==> src/rtl/drm_burst_reader.sv <==
// Read-side DMA master for the DRM unit: fetches num_groups x GROUP_BEATS beats over a
// simplified AXI4 read channel, one burst at a time, and forwards them as a valid-only stream.
module drm_burst_reader #(
  parameter int ADDR_WIDTH  = 32,
  parameter int DATA_WIDTH  = 256,
  parameter int MAX_BURST   = 16,
  parameter int GROUP_BEATS = 81,
  parameter int GRP_WIDTH   = 16
) (
  input  logic                  clk,
  input  logic                  rstn,
  input  logic                  start,
  input  logic [ADDR_WIDTH-1:0] base_addr,
  input  logic [GRP_WIDTH-1:0]  num_groups,
  output logic                  busy,
  output logic                  done,
  output logic                  err,
  output logic [ADDR_WIDTH-1:0] araddr,
  output logic [7:0]            arlen,
  output logic                  arvalid,
  input  logic                  arready,
  input  logic [DATA_WIDTH-1:0] rdata,
  input  logic [1:0]            rresp,
  input  logic                  rlast,
  input  logic                  rvalid,
  output logic                  rready,
  output logic [DATA_WIDTH-1:0] data_out,
  output logic                  valid_out
);

  localparam int CNT_W     = GRP_WIDTH + 7;
  localparam int BLEN_W    = $clog2(MAX_BURST) + 1;
  localparam int BEAT_LSB  = $clog2(DATA_WIDTH / 8);
  localparam int ALIGN_LSB = $clog2(MAX_BURST) + BEAT_LSB;
  localparam logic [ADDR_WIDTH-1:0] ALIGN_MASK =
    ~((ADDR_WIDTH'(1) << ALIGN_LSB) - ADDR_WIDTH'(1));

  typedef enum logic [1:0] {
    S_IDLE = 2'd0,
    S_ADDR = 2'd1,
    S_DATA = 2'd2,
    S_FIN  = 2'd3
  } state_e;

  // Beats in the next burst: whatever is left, capped at MAX_BURST.
  function automatic logic [BLEN_W-1:0] burst_beats(input logic [CNT_W-1:0] rem);
    logic [BLEN_W-1:0] n;
    if (rem >= CNT_W'(MAX_BURST)) begin
      n = BLEN_W'(MAX_BURST);
    end else begin
      n = rem[BLEN_W-1:0];
    end
    return n;
  endfunction

  state_e                state_q, state_d;
  logic [ADDR_WIDTH-1:0] addr_q, addr_d;
  logic [CNT_W-1:0]      rem_q, rem_d;
  logic [BLEN_W-1:0]     blen_q, blen_d;
  logic [BLEN_W-1:0]     bcnt_q, bcnt_d;
  logic [7:0]            arlen_q, arlen_d;
  logic                  arvalid_q, arvalid_d;
  logic                  rready_q, rready_d;
  logic                  busy_q, busy_d;
  logic                  done_q, done_d;
  logic                  err_q, err_d;
  logic [DATA_WIDTH-1:0] data_out_q, data_out_d;
  logic                  valid_out_q, valid_out_d;

  logic [CNT_W-1:0]      total_s;
  logic [CNT_W-1:0]      rem_dec_s;
  logic [BLEN_W-1:0]     blen_start_s;
  logic [BLEN_W-1:0]     blen_next_s;
  logic [ADDR_WIDTH-1:0] addr_step_s;
  logic                  beat_s;
  logic                  last_in_burst_s;

  assign total_s         = CNT_W'(num_groups) * CNT_W'(GROUP_BEATS);
  assign rem_dec_s       = rem_q - CNT_W'(1);
  assign blen_start_s    = burst_beats(total_s);
  assign blen_next_s     = burst_beats(rem_dec_s);
  assign addr_step_s     = ADDR_WIDTH'(blen_q) << BEAT_LSB;
  assign beat_s          = rready_q & rvalid;
  assign last_in_burst_s = (bcnt_q == BLEN_W'(1));

  // Next-state and registered-output logic for the job FSM.
  always_comb begin
    state_d     = state_q;
    addr_d      = addr_q;
    rem_d       = rem_q;
    blen_d      = blen_q;
    bcnt_d      = bcnt_q;
    arlen_d     = arlen_q;
    arvalid_d   = arvalid_q;
    rready_d    = rready_q;
    busy_d      = busy_q;
    err_d       = err_q;
    data_out_d  = data_out_q;
    done_d      = 1'b0;
    valid_out_d = 1'b0;

    case (state_q)
      S_IDLE: begin
        if (start) begin
          busy_d = 1'b1;
          err_d  = 1'b0;
          addr_d = base_addr & ALIGN_MASK;
          rem_d  = total_s;
          if (total_s != '0) begin
            blen_d  = blen_start_s;
            arlen_d = 8'(blen_start_s - BLEN_W'(1));
            state_d = S_ADDR;
          end else begin
            state_d = S_FIN;
          end
        end else begin
          state_d = S_IDLE;
        end
      end

      S_ADDR: begin
        if (arvalid_q && arready) begin
          arvalid_d = 1'b0;
          rready_d  = 1'b1;
          bcnt_d    = blen_q;
          state_d   = S_DATA;
        end else begin
          arvalid_d = 1'b1;
        end
      end

      S_DATA: begin
        if (beat_s) begin
          valid_out_d = 1'b1;
          data_out_d  = rdata;
          rem_d       = rem_dec_s;
          bcnt_d      = bcnt_q - BLEN_W'(1);
          // A bad response is flagged but the beat still goes out to keep the converter aligned.
          if ((rresp != 2'b00) || (rlast != last_in_burst_s)) begin
            err_d = 1'b1;
          end else begin
            err_d = err_q;
          end
          if (last_in_burst_s) begin
            rready_d = 1'b0;
            if (rem_dec_s == '0) begin
              state_d = S_FIN;
            end else begin
              addr_d  = addr_q + addr_step_s;
              blen_d  = blen_next_s;
              arlen_d = 8'(blen_next_s - BLEN_W'(1));
              state_d = S_ADDR;
            end
          end else begin
            rready_d = 1'b1;
          end
        end else begin
          valid_out_d = 1'b0;
        end
      end

      S_FIN: begin
        done_d  = 1'b1;
        busy_d  = 1'b0;
        state_d = S_IDLE;
      end

      default: begin
        state_d   = S_IDLE;
        arvalid_d = 1'b0;
        rready_d  = 1'b0;
        busy_d    = 1'b0;
      end
    endcase
  end

  // State and output registers; reset abandons any job immediately.
  always_ff @(posedge clk or negedge rstn) begin
    if (!rstn) begin
      state_q     <= S_IDLE;
      addr_q      <= '0;
      rem_q       <= '0;
      blen_q      <= '0;
      bcnt_q      <= '0;
      arlen_q     <= 8'd0;
      arvalid_q   <= 1'b0;
      rready_q    <= 1'b0;
      busy_q      <= 1'b0;
      done_q      <= 1'b0;
      err_q       <= 1'b0;
      data_out_q  <= '0;
      valid_out_q <= 1'b0;
    end else begin
      state_q     <= state_d;
      addr_q      <= addr_d;
      rem_q       <= rem_d;
      blen_q      <= blen_d;
      bcnt_q      <= bcnt_d;
      arlen_q     <= arlen_d;
      arvalid_q   <= arvalid_d;
      rready_q    <= rready_d;
      busy_q      <= busy_d;
      done_q      <= done_d;
      err_q       <= err_d;
      data_out_q  <= data_out_d;
      valid_out_q <= valid_out_d;
    end
  end

  assign busy      = busy_q;
  assign done      = done_q;
  assign err       = err_q;
  assign araddr    = addr_q;
  assign arlen     = arlen_q;
  assign arvalid   = arvalid_q;
  assign rready    = rready_q;
  assign data_out  = data_out_q;
  assign valid_out = valid_out_q;

endmodule

==> config.mk <==
export PLATFORM = sky130hd
export DESIGN_NAME = drm_burst_reader
export DESIGN_NICKNAME = d
export VERILOG_FILES = /design/src/rtl/drm_burst_reader.sv
export SDC_FILE = /design/constraint.sdc
export NUM_CORES = 1
export LEC_CHECK = 0
export ABC_CLOCK_PERIOD_IN_PS = 5400
export BUFFER_PORTS_ARGS = -buffer_cell sky130_fd_sc_hd__buf_2
export CAP_MARGIN = 20
export CORE_AREA = 10 10 231 233
export CTS_CLUSTER_DIAMETER = 80
export DETAILED_ROUTE_END_ITERATION = 10
export DIE_AREA = 0 0 241 243
export GPL_TIMING_DRIVEN = 0
export PLACE_DENSITY = 0.68
export SLEW_MARGIN = 5
export SYNTH_ARGS = -nofsm -noshare
export SYNTH_HDL_FRONTEND = slang
export SYNTH_SLANG_ARGS = --single-unit
==> constraint.sdc <==
create_clock -name clk -period 5.4 [get_ports clk]
set_clock_uncertainty 0.15 [all_clocks]
set_input_delay 0.27 -clock clk [delete_from_list [all_inputs] [get_ports clk]]
set_output_delay 0.27 -clock clk [all_outputs]
set_load 0.01 [all_outputs]
After elaboration in Yosys (flattened, before gate mapping)
Cells that the tools add are included.
- memories: 0
- bits in writable memories: 0
- bits in registers: 337
- bits in read-only memories: 0
- word-level logic and storage cells: 97
- bits of input ports: 312
- latch bits: 0
- reduce and logical (&&, ||, !) cells: 17
- shift-type cells: 0
- equal/unequal tests: 12
- bitwise gates (word level): 1
- order comparisons: 2
- $add $sub $neg: 5
- multiply operators: 1
- mux-type cells: 46
- div/mod/pow operators: 0
- operators by type and width (cell ; number):
    two-way mux 32 bit ; 4
    one-hot mux 32 bit (2 select lines) ; 1
    >= comparator 23 x 5 -> 1 bit, second input constant ; 2
    two-way mux 23 bit ; 2
    one-hot mux 23 bit (2 select lines) ; 1
    two-way mux 5 bit ; 9
    two-way mux 8 bit ; 5
    adder 32 x 10 -> 32 bit ; 1
    zero test 23 bit ; 1
    multiplier 16 x 7 -> 23 bit, second input constant ; 1
    nonzero test 23 bit ; 1
    subtractor 23 x 1 -> 23 bit, second input constant ; 1
    one-hot mux 5 bit (2 select lines) ; 2
    one-hot mux 8 bit (2 select lines) ; 1
    inequality test 2 bit, second input constant ; 7
    two-way mux 2 bit ; 6
    subtractor 5 x 1 -> 6 bit, second input constant ; 2
    two-way mux 1 bit ; 11
    AND reduction 3 bit ; 3
    one-hot mux 2 bit (4 select lines) ; 1
    nonzero test 2 bit ; 4
    one-hot mux 1 bit (2 select lines) ; 3
    AND reduction 6 bit ; 1
    == test 5 x 1 -> 1 bit, second input constant ; 1
    other kinds (11) ; 13

Logic depth before layout (Yosys ltp)
Gate-level depths: netlist (run 1).
- word-level depth: 8
- gate-level depth with buffers: 20
- mapped depth without buffers: 19

Worst setup path after synthesis (run 1)
No wires, ideal clock.
- path type: input to register
- from: in num_groups[4]
- to: reg arlen_q[4] (netlist: arlen[4])
- data required time: 5.126 ns
- path slack: 0.971 ns
- stages on the path: 19
- arrival: 4.155 ns
- cells stage by stage: ha_1 -> ha_1 -> ha_1 -> inv_1 -> fa_1 -> inv_1 -> ha_1 -> and3_1 -> a221oi_2 -> o21ai_1 -> o21ai_0 -> xnor2_1 -> nand4bb_1 -> nor2_1 -> a21oi_1 -> ha_1 -> inv_1 -> and3_1 -> o31a_1
- word-level cells in the longest chain between the ends: 7
- elaborated cells on any way between the ends: 10
- RTL lines (what ; line ; text):
    from (decl) ; 14 ; input logic [GRP_WIDTH-1:0] num_groups,
    multiplier 16 x 7 -> 23 bit * ; 78 ; assign total_s = CNT_W'(num_groups) * CNT_W'(GROUP_BEATS);
    >= comparator 23 x 5 -> 1 bit ; 48 ; if (rem >= CNT_W'(MAX_BURST)) begin
    two-way mux 5 bit ; 48 ;
    subtractor 5 x 1 -> 6 bit ; 111 ; arlen_d = 8'(blen_start_s - BLEN_W'(1));
    two-way mux 8 bit ; 109 ; if (total_s != '0) begin
    two-way mux 8 bit ; 104 ; if (start) begin
    one-hot mux 8 bit (2 select lines) ; 102 ; case (state_q)
    to (signal assigned) ; 199 ; arlen_q <= arlen_d;
    to (decl) ; 61 ; logic [7:0] arlen_q, arlen_d;
Mark *: on every way between the ends. The rest lies on a longest branch, timed or not. The select of a mux whose other input is x is not followed.
A chain may end at the register's enable or synchronous reset.

Final worst setup path (run 1)
- from: in num_groups[3]
- to: reg arlen_q[4] (netlist: arlen[4])
The elaborated chain is that of the path after synthesis.

==> qor.txt, run 1 <==
Outcome - finished clean
Yosys warns - 0
CP peak stage delay - 0.53 ns
CTS tree - built
Synth Area in XOR/XNOR - 0.0114
Hold WS - 0.0895 ns
Worst-path clk slew - 0.06 ns
Layout cells sized above 1 - 0.242
Worst vdd ir - 330 uV
Count leader, synth - nand2_1
Synth-to-layout area growth - 49.7%
Buffers & Inverters on Critical Path - 5
Sequential area share after synthesis - 0.510
Clk_lat worst skew - 0.56 ns
R2r endpoint - data_out[166]$_DFFE_PN0P_
# DRC - 0
Critical Path End Type - flip-flop
CP arrival - 5.41 ns
DRT Pass-1 Iters - 6
Synth Area in Adders - 0.0726
Post-CTS Setup Inserts - 0
WL/cell - 20.7 microns
Number of synthesized flops with an enable pin - 0
Pwr Total - 12600 uW
Final antenna-violating net count - 0
Final nets - 3240
Max_slew headroom - 0.322
Die ar. - 58600 sq um
Post-route minimum period - 5.12 ns
Gr ovfl total - 0
Clk buf depth - 3
Worst endpoint required time - 5.70 ns
Largest net degree at the start of global routing - 106
Power per cell area - 520 nW/um^2
Post-synthesis simple-gate area fraction - 0.264
DIE HEIGHT - 243 microns
FF-to-FF path depth - 7
Initial Utilization - 0.333
Crit Path Max Fanout - 7
Critical path's most frequent cell - ha_1
Synth unique cells - 79
Predominant post-synthesis flop cell - dfrtp_1
Final setup violation count - 0
Mapped Cells - 1903
Row count - 81
Worst slew pin tran - 1.00 ns
Die X - 241 microns
Final-layout fill cell count - 4334
Final hold violation count - 0
Flops & latches, synth - 330
Cell type with the largest total area after synthesis - dfrtp_1
Worst r2r src - state_q[1]$_DFFE_PN0P_
Top Ports - 614
Vias after detailed routing - 18.0k
Top-area cell type share of the netlist area - 0.510
Routed vias/inst - 5.14
Leading cell types by count after synthesis - nand2_1, dfrtp_1, a21oi_1
Mux cell area share after synthesis - 0.00155
Number of CTS-inserted buffers - 40
Synthesized area - 16200 sq um
Post-DP HPWL - 52200 microns
Critical path class - in2reg
Synth Area in Compound Gates - 0.102
Global-route wire length before repair - 108000 microns
Worst path top cell family by delay - adder cells
Clock Sinks - 330
Period utilization - 0.948
Routability cong. - 0.935
Area contributors post-synth - dfrtp_1, nand2_1, ha_1
Number of port buffers - 599
Slew Viols, Final - 0
Crit-path cells - dlygate4sd3_1, buf_2, ha_1, ha_1, ha_1, inv_1, fa_1, inv_1, ha_1, and3_1, a221oi_4, o21ai_1, xnor2_1, nand4_1, nand4bb_1, nor2_1, a21oi_1, ha_1, inv_1, a2111oi_1, o31a_1
CP max stage cell - dlygate4sd3_1
Worst setup SP type - input pin
R2R Setup Slk - 1.83 ns
H-tree Lvls - 2
Max_cap viols - 0
Vias in the first global route - 18.5k
Largest family of logic cells by synthesized area - simple AND/OR/NAND/NOR gates
Core Area - 48600 sq um
Max Clock Freq - 195 MHz
Initial DRC count - 1376
Mapped Avg Cell Area - 8.51 sq um
Antenna violations before repair - 17
CTS root buf - clkbuf_16
Worst hold path class - in2async
Leak - 0.0128 uW
Total wire length - 72500 microns
GRT Total Usage - 0.237
Asr flop ratio synth - 1.00
-- worst max path at each step --
stage,start,endpoint,slack [ns],depth (start not counted)
6_report,num_groups[3],arlen[4]$_DFFE_PN0P_,0.28,21
5_1_grt,num_groups[3],arlen[4]$_DFFE_PN0P_,-0.004,19
4_1_cts,num_groups[3],arlen[4]$_DFFE_PN0P_,0.28,19
3_5_place_dp,num_groups[7],arlen[4]$_DFFE_PN0P_,0.21,21
3_3_place_gp,rstn,data_out[58]$_DFFE_PN0P_,-2.50,1
2_1_floorplan,num_groups[4],arlen[4]$_DFFE_PN0P_,0.97,19
-- area by class of cell --
cell class              count  area, sq um  share of cell area
diodes                     16         40.0             0.00165
clock inverters            10         95.1             0.00392
inverters                  49          184             0.00759
plain buffers             103          434              0.0179
well taps                 622          778              0.0321
repair buffers            891         5980               0.247
multi-input cells        1425         7340               0.303
clock buffers              57         1120              0.0461
flip-flops and latches    330         8260               0.341
-- flip-flops by register name, summed over array words and instances (netlist names) --
| register | count |
|---|---|
| arvalid | 1 |
| data_out | 256 |
| done | 1 |
| arlen | 6 |
| valid_out | 1 |
| rem_q | 23 |
| araddr | 27 |
| bcnt_q | 5 |
| blen_q | 5 |
| rready | 1 |
| busy | 1 |
| err | 1 |
| state_q | 2 |
-- where the power goes --
part           internal, uW  switching (uW)  leakage, uW
Sequential             3590             782      0.00409
Combinational          2030            3630      0.00815
Clock                  1450            1120     0.000588
-- per-stage QoR --
step	instances	setup WS, ns	TNS [ns]	utilization	cell area [sq um]
2_1_floorplan	1907	0.971	0	-	16200
3_3_place_gp	3128	-2.50	-790.83	0.411	20000
3_5_place_dp	3131	0.210	0	0.413	20100
4_1_cts	3487	0.280	0	0.497	24200
5_1_grt	3502	-0.00429	-0.00429	0.498	24200
6_report	3503	0.283	0	0.498	24200
-- cells by family (layout without fill, tap and decap cells) --
| kind of cell | count (synthesis) | after routing |
|---|---|---|
| simple gates | 1043 | 1043 |
| flops | 330 | 330 |
| compound gates | 266 | 266 |
| buf+inv | 152 | 1110 |
| fa+ha+maj | 88 | 88 |
| xor+xnor | 21 | 21 |
| mux | 2 | 2 |
| other cells | 1 | 21 |
-- layout by cell type, fill, tap and decap left out, types with 11 or more instances in the layout --
cell type,instances
nand2_1,846
and3_1,12
nand3_1,20
inv_1,48
clkbuf_1,89
diode_2,16
xnor2_1,13
buf_2,609
nor3_1,15
ha_1,78
dfrtp_1,330
clkbuf_16,41
o22ai_1,19
nand4_1,12
o21ai_0,56
nor2_1,74
a21oi_1,96
dlygate4sd3_1,289
nor4_1,11
-- routing by layer --
metal,up-vias,wire length [microns],GRT usage
met5,-,12,0
met4,2,4160,0.138
met3,244,7970,0.0833
met2,1039,34800,0.394
met1,8583,25500,0.257
li1,8127,-,-
-- repair_timing --
item,CTS,global route
hold endpoints to repair,514,0
gates resized for setup,0,2
hold buffers,289,0
setup endpoints to repair,0,1
(Power assumes the default switching activity.)
==> run 2, diff against run 1 <==
--- a/config.mk
+++ b/config.mk
@@ -9,6 +9,7 @@
 export BUFFER_PORTS_ARGS = -buffer_cell sky130_fd_sc_hd__buf_2
 export CAP_MARGIN = 20
 export CORE_AREA = 10 10 231 233
+export CTS_BUF_LIST = sky130_fd_sc_hd__clkbuf_8 sky130_fd_sc_hd__clkbuf_16
 export CTS_CLUSTER_DIAMETER = 80
 export DETAILED_ROUTE_END_ITERATION = 10
 export DIE_AREA = 0 0 241 243
==> run 2 against run 1 <==
Compared with the run above:
- sequential power about the same
- combinational power about the same
- non-clock buffer count is the same
- power decreased by 0.13%
- critical path type unchanged
- critical endpoint unchanged
- largest cell class unchanged
==> qor.txt, run 2 (synthesis results as in run 1) <==
Clock Sinks - 330
Pwr Total - 12600 uW
Antenna violations before repair - 17
Vias after detailed routing - 18.0k
Global-route wire length before repair - 108000 microns
Part of the power in registers - 0.348
Final antenna-violating net count - 0
CTS root buf - clkbuf_16
Outcome - finished clean
Gr ovfl total - 0
Layout cells sized above 1 - 0.242
DRT Pass-1 Iters - 6
Clk_lat worst skew - 0.56 ns
Synth-to-layout area growth - 49.7%
Top Ports - 614
Max_slew headroom - 0.325
Final nets - 3240
Number of port buffers - 599
Leak - 0.0129 uW
# DRC - 0
Initial Utilization - 0.333
Clk pwr share - 0.202
Final setup violation count - 0
Power per cell area - 519 nW/um^2
Post-route minimum period - 5.13 ns
Total wire length - 72500 microns
Worst setup SP type - input pin
Hold WS - 0.0947 ns
Number of CTS-inserted buffers - 40
GRT Total Usage - 0.237
Max_cap viols - 0
Worst endpoint required time - 5.69 ns
Fin area - 24200 sq um
DIE HEIGHT - 243 microns
Switching power - 5540 uW
Row count - 81
Clk buf depth - 3
Initial DRC count - 1391
Die ar. - 58600 sq um
Post-layout util - 0.498
Worst slew pin tran - 0.999 ns
Cell Area, Placed - 20100 sq um
H-tree Lvls - 2
Largest register FFs - 256
Slew Viols, Final - 0
CTS tree - built
Worst vdd ir - 330 uV
Sw Share - 0.440
Vias in the first global route - 18.5k
Worst Setup SP - num_groups[3]
Largest net degree at the start of global routing - 106
Internal Power - 7050 uW
Non-Filler Instances - 3504
Max Clock Freq - 195 MHz
Post-DP HPWL - 52200 microns
Core Area - 48600 sq um
Crit Path Max Fanout - 7
Worst-path clk slew - 0.06 ns
Critical Path End Type - flip-flop
Placed cells - 3131
Worst hold path class - in2async
Most frequent cells in the layout - nand2_1, buf_2, dfrtp_1
Gate power share - 0.450
WL/cell - 20.7 microns
Routed vias/inst - 5.14
Die X - 241 microns
Routability cong. - 0.935
Critical path class - in2reg
Final hold violation count - 0
Period utilization - 0.950
CP arrival - 5.43 ns
Worst r2r src - state_q[1]$_DFFE_PN0P_
Commonest non-fill, non-tap cell in the layout - nand2_1
run 2: layer usage:
| metal | part of all wire | up-vias | wire length, microns | global-route usage |
|---|---|---|---|---|
| li1 | - | 8130 | - | - |
| met1 | 0.35 | 8527 | 25600 | 0.257 |
| met2 | 0.48 | 1083 | 34600 | 0.394 |
| met3 | 0.11 | 259 | 7960 | 0.0833 |
| met4 | 0.059 | 2 | 4310 | 0.138 |
| met5 | 0.00017 | - | 12 | 0 |
run 2: area by class of cell:
cell class / instances / area, sq um
diodes: 17 / 42.5
plain buffers: 103 / 434
clock buffers: 44 / 1070
clock inverters: 23 / 144
fillers: 4335 / 24400
inverters: 49 / 184
multi-input cells: 1425 / 7340
flip-flops and latches: 330 / 8260
well taps: 622 / 778
repair buffers: 891 / 5980
run 2: what timing repair did:
| item | in CTS | in global routing |
|---|---|---|
| gates resized for setup | 0 | 2 |
| hold endpoints to repair | 514 | 0 |
| buffers inserted | 0 | 0 |
| hold buffers | 289 | 0 |
| setup endpoints to repair | 0 | 1 |
run 2: metrics by stage:
stage	setup TNS, ns	setup slack [ns]
floorplan	0	0.971
global placement	-790.83	-2.50
detailed placement	0	0.210
CTS	0	0.280
global route	-0.00398	-0.00398
finish	0	0.268
run 2: path summary, 6_finish.rpt:
| path | slack (ns) | end | depth (start not counted) |
|---|---|---|---|
| hold reg to reg | 0.32 | data_out[151]$_DFFE_PN0P_ | 2 |
| setup reg to reg | 1.83 | data_out[166]$_DFFE_PN0P_ | 7 |
| setup / recovery | 0.27 | arlen[4]$_DFFE_PN0P_ | 21 |
| hold / removal | 0.09 | data_out[134]$_DFFE_PN0P_ | 2 |
| max in group asynchronous | 3.61 | data_out[57]$_DFFE_PN0P_ | 4 |
| min in group clk | 0.18 | rem_q[4]$_DFFE_PN0P_ | 4 |
run 2: worst max-delay path, cell delays in order:
cell           delay, ns
dlygate4sd3_1       0.53
buf_2               0.20
ha_1                0.32
ha_1                0.20
ha_1                0.27
inv_1               0.05
fa_1                0.49
inv_1               0.04
ha_1                0.41
and3_1              0.27
a221oi_4            0.36
o21ai_1             0.18
xnor2_1             0.29
nand4_1             0.15
nand4bb_1           0.39
nor2_1              0.28
a21oi_1             0.13
ha_1                0.19
inv_1               0.09
a2111oi_1           0.06
o31a_1              0.25
run 2: power groups by stage:
stage	registers [uW]	logic [uW]	clock network, uW
after floorplan	4720	2500	0
after global placement	4280	5290	0
after detailed placement	4310	5390	0
after CTS	4320	5570	2580
after global routing	4490	6220	2680
final	4380	5660	2540
